===== src/rtl/pixel_enhance_if.sv =====
// Pixel stream interface: one 8-bit greyscale pixel per valid/ready handshake.
// The producer side uses the master modport, the consumer side the slave modport.
interface pixel_enhance_if;
    logic       valid;
    logic       ready;
    logic [7:0] pixel;

    modport master (
        output valid,
        output pixel,
        input  ready
    );

    modport slave (
        input  valid,
        input  pixel,
        output ready
    );
endinterface


===== src/rtl/pixel_enhance.sv =====
// pixel_enhance: streaming brightness adjust between the pixel source and bmp_write.
// Each accepted pixel gets a saturating add or subtract of a per-frame offset and
// leaves through a two-stage pipeline. The block counts delivered pixels and raises
// done once the whole frame has been handed downstream.
// Optional feature macro: PIX_THRESHOLD_EN makes stage 2 binarize the adjusted pixel
// against a per-frame threshold; without it stage 2 passes the pixel through.
module pixel_enhance #(
    parameter int TOTAL_PIXELS = 120000,
    parameter int COUNT_W      = 32
) (
    input  logic               clk,
    input  logic               reset,
    input  logic               start,
    input  logic [7:0]         brightness,
    input  logic               bright_add,
    input  logic [7:0]         threshold,
    pixel_enhance_if.slave     in_bus,
    pixel_enhance_if.master    out_bus,
    output logic [COUNT_W-1:0] data_count,
    output logic               done
);

    localparam logic [COUNT_W-1:0] TOTAL_C = COUNT_W'(TOTAL_PIXELS);
    localparam logic [COUNT_W-1:0] LAST_C  = COUNT_W'(TOTAL_PIXELS - 1);

    typedef enum logic [1:0] {
        IDLE,
        RUN,
        DRAIN,
        DONE
    } state_t;

    state_t state;
    state_t state_next;

    logic [7:0]         bright_r;
    logic               add_r;
    logic [COUNT_W-1:0] in_cnt;

    logic               s1_valid;
    logic [7:0]         s1_pix;
    logic               out_valid_r;
    logic [7:0]         out_pixel_r;

    logic               advance;
    logic               accept;
    logic               deliver;
    logic               start_ok;
    logic               last_in;
    logic               last_out;

    logic [8:0]         sum9;
    logic [7:0]         adj;
    logic [7:0]         stage2;

`ifdef PIX_THRESHOLD_EN
    logic [7:0]         thr_r;
`else
    logic               unused_threshold;
    assign unused_threshold = ^threshold;
`endif

    // Both pipeline stages move together; they only hold while the output is stuck.
    assign advance  = out_bus.ready | ~out_valid_r;
    assign in_bus.ready = (state == RUN) & (in_cnt < TOTAL_C) & advance;
    assign accept   = in_bus.valid & in_bus.ready;
    assign deliver  = out_valid_r & out_bus.ready;
    assign start_ok = start & ((state == IDLE) | (state == DONE));
    assign last_in  = accept & (in_cnt == LAST_C);
    assign last_out = deliver & (data_count == LAST_C);

    assign out_bus.valid = out_valid_r;
    assign out_bus.pixel = out_pixel_r;

    // Frame state register.
    always_ff @(posedge clk) begin
        if (!reset) begin
            state <= IDLE;
        end else begin
            state <= state_next;
        end
    end

    // Frame sequencing: start opens a frame, the last accept closes the input side,
    // the last hand-off closes the frame. start is ignored mid-frame.
    always_comb begin
        state_next = state;
        case (state)
            IDLE:    if (start)    state_next = RUN;
            RUN:     if (last_in)  state_next = DRAIN;
            DRAIN:   if (last_out) state_next = DONE;
            DONE:    if (start)    state_next = RUN;
            default:               state_next = IDLE;
        endcase
    end

    // Per-frame configuration, captured only when a start is honoured.
    always_ff @(posedge clk) begin
        if (!reset) begin
            bright_r <= 8'd0;
            add_r    <= 1'b0;
`ifdef PIX_THRESHOLD_EN
            thr_r    <= 8'd0;
`endif
        end else if (start_ok) begin
            bright_r <= brightness;
            add_r    <= bright_add;
`ifdef PIX_THRESHOLD_EN
            thr_r    <= threshold;
`endif
        end
    end

    // Saturating brightness adjust on the incoming pixel (9-bit sum catches overflow).
    always_comb begin
        sum9 = {1'b0, in_bus.pixel} + {1'b0, bright_r};
        adj  = 8'd0;
        if (add_r) begin
            adj = sum9[8] ? 8'd255 : sum9[7:0];
        end else begin
            adj = (in_bus.pixel < bright_r) ? 8'd0 : (in_bus.pixel - bright_r);
        end
    end

    // Stage 2 transform: binarize when thresholding is built in, otherwise pass through.
    always_comb begin
`ifdef PIX_THRESHOLD_EN
        stage2 = (s1_pix >= thr_r) ? 8'd255 : 8'd0;
`else
        stage2 = s1_pix;
`endif
    end

    // Two-stage pixel pipeline; the output register holds steady during back-pressure.
    always_ff @(posedge clk) begin
        if (!reset) begin
            s1_valid    <= 1'b0;
            s1_pix      <= 8'd0;
            out_valid_r <= 1'b0;
            out_pixel_r <= 8'd0;
        end else if (advance) begin
            s1_valid    <= accept;
            out_valid_r <= s1_valid;
            if (accept) begin
                s1_pix <= adj;
            end
            if (s1_valid) begin
                out_pixel_r <= stage2;
            end
        end
    end

    // Input and delivered-pixel counters; both can step in the same cycle.
    always_ff @(posedge clk) begin
        if (!reset) begin
            in_cnt     <= '0;
            data_count <= '0;
        end else if (start_ok) begin
            in_cnt     <= '0;
            data_count <= '0;
        end else begin
            if (accept) begin
                in_cnt <= in_cnt + COUNT_W'(1);
            end
            if (deliver) begin
                data_count <= data_count + COUNT_W'(1);
            end
        end
    end

    // Frame-complete flag: set after the last hand-off, cleared by the next start.
    always_ff @(posedge clk) begin
        if (!reset) begin
            done <= 1'b0;
        end else if (start_ok) begin
            done <= 1'b0;
        end else if ((state == DRAIN) && last_out) begin
            done <= 1'b1;
        end
    end

endmodule


===== src/flat_wrapper.sv =====
// flat-port wrapper written by rule: the top's interface ports become plain ports
module pixel_enhance_flat 
#(
    parameter int TOTAL_PIXELS = 120000,
    parameter int COUNT_W      = 32
)
  (clk, reset, start, brightness, bright_add, threshold, data_count, done, in_bus_valid, in_bus_pixel, in_bus_ready, out_bus_valid, out_bus_pixel, out_bus_ready);
  pixel_enhance_if in_bus_i ();
  pixel_enhance_if out_bus_i ();
  input  logic clk;
  input  logic reset;
  input  logic start;
  input  logic [7:0] brightness;
  input  logic bright_add;
  input  logic [7:0] threshold;
  output logic [COUNT_W-1:0] data_count;
  output logic done;
  input wire logic [$bits(in_bus_i.valid)-1:0] in_bus_valid;
  input wire logic [$bits(in_bus_i.pixel)-1:0] in_bus_pixel;
  output wire logic [$bits(in_bus_i.ready)-1:0] in_bus_ready;
  output wire logic [$bits(out_bus_i.valid)-1:0] out_bus_valid;
  output wire logic [$bits(out_bus_i.pixel)-1:0] out_bus_pixel;
  input wire logic [$bits(out_bus_i.ready)-1:0] out_bus_ready;
  assign in_bus_i.valid = in_bus_valid;
  assign in_bus_i.pixel = in_bus_pixel;
  assign in_bus_ready = in_bus_i.ready;
  assign out_bus_valid = out_bus_i.valid;
  assign out_bus_pixel = out_bus_i.pixel;
  assign out_bus_i.ready = out_bus_ready;
  pixel_enhance #(.TOTAL_PIXELS(TOTAL_PIXELS), .COUNT_W(COUNT_W)) u_core (.clk(clk), .reset(reset), .start(start), .brightness(brightness), .bright_add(bright_add), .threshold(threshold), .in_bus(in_bus_i), .out_bus(out_bus_i), .data_count(data_count), .done(done));
endmodule

===== config.mk =====
export PLATFORM = sky130hd
export DESIGN_NAME = pixel_enhance_flat
export DESIGN_NICKNAME = d
export VERILOG_FILES = /design/src/rtl/pixel_enhance_if.sv /design/src/rtl/pixel_enhance.sv /design/src/flat_wrapper.sv
export SDC_FILE = /design/constraint.sdc
export NUM_CORES = 1
export LEC_CHECK = 0
export ABC_AREA = 1
export CAP_MARGIN = 15
export CORE_ASPECT_RATIO = 0.75
export CORE_MARGIN = 3
export CORE_UTILIZATION = 45
export CTS_CLUSTER_DIAMETER = 150
export DETAILED_ROUTE_END_ITERATION = 7
export GPL_ROUTABILITY_DRIVEN = 1
export GPL_TIMING_DRIVEN = 0
export PLACE_DENSITY = 0.75
export SYNTH_ARGS = -nofsm -noshare
export SYNTH_HDL_FRONTEND = slang
export SYNTH_SLANG_ARGS = --single-unit

===== constraint.sdc =====
create_clock -name clk -period 1.97 [get_ports clk]
set_input_delay 0.4925 -clock clk [delete_from_list [all_inputs] [get_ports clk]]
set_output_delay 0.4925 -clock clk [all_outputs]
set_load 0.02 [all_outputs]

# Word level (Yosys, flattened, before mapping)
# Cells that the tools add are included.
# word_totals
out_inout_bits,43
mem_bits_rw,0
reg_bits,94
romBits,0
latch_bits,0
memories,0
# classes
n_lt_le_gt_ge,2
multipliers,0
muxes,7
div,0
reduce_logical,7
eq_ne,8
shift,0
bitwise,11
add_sub_neg,4
# ops
cell,n
$add 32x1->32 const B,2
$eq 32x17->1 const B,2
$lt 32x17->1 const B,1
$mux 8,3
$add 8x8->9,1
$lt 8x8->1,1
$sub 8x8->8,1
$and 1x1->1,7
$mux 2,3
$ne 2x1->1 const B,3
$pmux 2 s3,1
$eq 2x2->1 const B,2
$reduce_and 2->1,2
$reduce_or 2->1,2
$reduce_and 3->1,1
$eq 2x1->1 const B,1
$logic_not 2->1,1
$not 1->1,2
$or 1x1->1,2
$logic_and 1x1->1,1

# Depth between registers and ports, before layout
# depth
depth_word,7
ltp_mapped,16
ltp_nobuf,16

# Least setup slack after synthesis
# Ideal clock, no wire load.
# synth_path
path_type,input to register
start,input in_bus_pixel[0]
end,register u_core.s1_pix[6]
path_buffers,0
setup_ns,0.117
slack_ns,-0.106
cell_stages,16
arrival_time_ns,1.959
required_ns,1.853
cell_sequence,ha_1 -> inv_1 -> fa_1 -> inv_1 -> nand2_1 -> nand2_1 -> nand2_1 -> nand2_1 -> nand2_1 -> nand2_1 -> a21oi_1 -> or2_0 -> nand3_1 -> o21ai_0 -> nor2_1 -> nor2_1
# synth_between
elab_chain_len,3
# synth_rtl
item,line_no,source
"start, declared",flat_wrapper.sv:19,input wire logic [$bits(in_bus_i.pixel)-1:0] in_bus_pixel;
"$sub 8x8->8, or another cell as far along",pixel_enhance.sv:121,adj = (in_bus.pixel < bright_r) ? 8'd0 : (in_bus.pixel - bright_r);
"$mux 8, on equally long branches","pixel_enhance.sv:121, pixel_enhance.sv:119",
$mux 8 *,pixel_enhance.sv:118,if (add_r) begin
"end signal, assigned",pixel_enhance.sv:145,s1_pix <= adj;
"end, declared",pixel_enhance.sv:41,logic [7:0] s1_pix;
# Mark *: on every way between the ends. The rest lies on a longest branch, timed or not.
# A chain may end at the register's enable or synchronous reset.

# Final worst setup path
# Ends and elaborated chain as after synthesis.

==> metrics.yaml <==
clock_tree:
  cts_buffers: 9
  cts-root-buf: "clkbuf_16"
  cts_tree: "yes"
  cts.clk_slew.worst_paths_ps: 70
  cts.sinks: 94
  clkLatencyLatePin_ps: 350
  h-tree-depth: 3
  hold_buffers: 0
  clk_path_buf_depth: 2
routing:
  drt_wl_total_um: 13100
  drtAntennaViolNets: 0
  initialDrtViolationCount: 428
  drt-pass1-iter-count: 5
  wl_per_cell_um: 14.5
  viasPerCell: 5.32
  drc: 0
  vias: 4825
logic_synthesis:
  syn_inst: 680
  ys_seq_area_share_pct: 38.9
  synth_area_um2: 4840
  synth_seq_cells: 94
  async_reset_ff_share_pct: 0
  ys_warn_count: 0
  synth_nets: 732
  syn_area_per_cell_um2: 7.12
  synth_cell_type_count: 43
  synth_flop_cell: "dfxtp_1"
  synth_edf_count: 0
sta:
  slew_headroom_pct: 66.1
  finClkSkew_ps: 6.69
  rsz0062_at_grt: "true"
  drv_slew: 0
  hold_violations: 0
  finalCriticalPeriod_ps: 2010
  fmax_ghz: 0.498
  finalCritPeriodShare_pct: 102
  setup_viol: 6
  worstMarginPinSlew_ps: 503
  fin_ws_ps: -39.9
critical_path:
  r2r-start: "u_core.bright_r[0]"
  r2r_setup_slack_ps: -30
  cp-start-kind: "input port"
  crit_type: "input port to flip-flop"
  r2r_end: "u_core.s1_pix[6]"
  worst_ep_arrival_time_ps: 2250
  critPathMaxFanout: 2
  reg2reg_depth: 16
  endpoint_kind: "flip-flop"
  cp.required_ps: 2210
  startpoint: "in_bus_pixel[0]"
floorplan:
  dieArea_um2: 12100
  core.rowCount: 32
  start_util_pct: 46.7
  die_w_um: 126
  die_h_um: 95.8
  core-area_um2: 10400
  ios: 73
grt:
  grt_pass1_wl_um: 20800
  grt_max_degree: 15
  grt_usage_pct: 21.4
  grt_pass1_vias: 4440
  grt_overflow: 0
  grt_antenna_before_repair: 0
finish:
  nNetsFinal: 818
  stdcell_area_um2: 6350
  final_cells: 907
  layout_common_cells: "87 x inv_1, 86 x nand2_1, 83 x nor2_1, 79 x dfxtp_1, 61 x a21oi_1"
  drive_gt1_share_pct: 16.7
  area_delta_synth_final_pct: 31.2
  insertedDiodeCount: 0
  layout_commonest_cell: "inv_1"
  utilization_pct: 61.2
min_path:
  hp-class: "flip-flop to flip-flop"
  hold_path_depth: 2
  hold_path_end: "u_core.in_cnt[28]"
  hp-start: "u_core.in_cnt[28]"
placed_design:
  dp_hpwl_um: 9690
  place_inst: 880
  place_area_um2: 5670
  place_congestion: 0.937
  io_buffer_count: 64
pwr:
  swShare_pct: 32.6
  p_leak_nw: 2.55
  pwr-share-comb_pct: 30.2
  internal_power_mw: 3.95
  seq_power_share_pct: 36.8
  p_sw_mw: 1.91
  clkPwrFrac_pct: 33.1
  power.total_mw: 5.86
  pwr_density_cell_nw_per_um2: 922
  ir_drop_uv: 448
outcome:
  status: "finished with violations"
  violations: "setup timing"
flow_run:
  max_cap_viol_count: 0
## worst max-delay path, cell delays in order
cell             delay (ps)
clkdlybuf4s15_2         210
ha_4                    140
inv_2                    40
fa_2                    390
inv_2                    60
nand2_2                  50
nand2_2                  60
nand2_2                  60
nand2_2                  90
nand2_2                  70
nand2_2                  60
a21oi_2                  50
or2_0                   190
nand3_1                  60
o21ai_1                  70
nor2_1                   90
nor2_1                   50
## what timing repair did
action,CTS,global route
setup buffers,8,4
pin swaps,18,22
endpoints found under the setup margin,75,55
gates resized for setup,60,62
## how the worst max path moves through the flow
| stage | slack, ps | end |
|---|---|---|
| global route | -150 | u_core.s1_pix[4] |
| floorplan | -40 | u_core.s1_pix[6] |
| CTS | -60 | in_bus_ready |
| detailed placement | -870 | u_core.s1_pix[4] |
| finish | -40 | u_core.s1_pix[6] |
| global placement | -810 | u_core.s1_pix[6] |
## Yosys cell counts, types with 2 or more instances
master | number | area share, %
a211oi_1 | 3 | 0.47
a21oi_1 | 65 | 6.7
a31oi_1 | 4 | 0.52
buf_2 | 5 | 0.52
clkbuf_1 | 8 | 0.62
dfxtp_1 | 94 | 39
fa_1 | 2 | 0.83
ha_1 | 20 | 5.2
inv_1 | 97 | 7.5
inv_2 | 3 | 0.23
nand2_1 | 100 | 7.8
nand2_2 | 2 | 0.26
nand3_1 | 31 | 3.2
nand3_2 | 2 | 0.41
nand3b_1 | 2 | 0.31
nand4_1 | 19 | 2.5
nor2_1 | 92 | 7.1
nor2_2 | 6 | 0.78
nor3_1 | 31 | 3.2
nor3_2 | 2 | 0.41
nor3b_1 | 2 | 0.31
nor4_1 | 5 | 0.65
o21a_1 | 3 | 0.47
o21ai_0 | 49 | 5.1
o21bai_1 | 2 | 0.31
xor2_1 | 14 | 2.5
## stage by stage
step	setup slack [ps]	TNS, ps	hold WS (ps)
after floorplan	-42.7	-42.7	408
after global placement	-807	-38860	415
after detailed placement	-868	-44030	425
after CTS	-62.3	-111	435
after global routing	-147	-1070	465
final	-39.9	-149	434
## sequential cells by signal, indices dropped and copies added, names as in the netlist
signal / flops
u_core.bright_r: 8
u_core.state: 2
u_core.s1_valid: 1
u_core.add_r: 1
u_core.in_cnt: 32
u_core.data_count: 32
u_core.done: 1
u_core.out_bus.pixel: 8
u_core.out_bus.valid: 1
u_core.s1_pix: 8
## routing by layer
metal	share of wire, %	up-vias	track usage, %
met5	0	-	0
met2	44	181	33.9
met3	7.7	17	6.10
met4	1.2	0	5.45
met1	47	2219	29.0
li1	-	2408	-
## cells by family after synthesis
kind of cell,after synthesis,synth area share [%]
compound gates,131,14.3
xor+xnor,15,2.71
fa+ha+maj,22,6.00
buf+inv,116,9.20
flops,94,38.9
simple gates,302,28.9
## power groups by stage
stage / Clock [mW] / Sequential (mW) / Combinational [mW]
2_1_floorplan: 0 / 2.18 / 0.991
3_5_place_dp: 0 / 2.18 / 1.45
4_1_cts: 1.96 / 2.15 / 1.68
6_report: 1.94 / 2.15 / 1.77
3_3_place_gp: 0 / 2.17 / 1.42
5_1_grt: 2.05 / 2.17 / 1.95
## final cells by class
| type | instances | area [um^2] |
|---|---|---|
| sequential | 94 | 1900 |
| multi-input combinational | 470 | 2730 |
| tap | 136 | 170 |
| clock inverter | 3 | 65.1 |
| timing repair buffer | 76 | 742 |
| fill | 910 | 4020 |
| buffer | 14 | 91.3 |
| inverter | 101 | 382 |
| clock buffer | 13 | 270 |
Note: power is estimated with default switching activity, not from simulation.
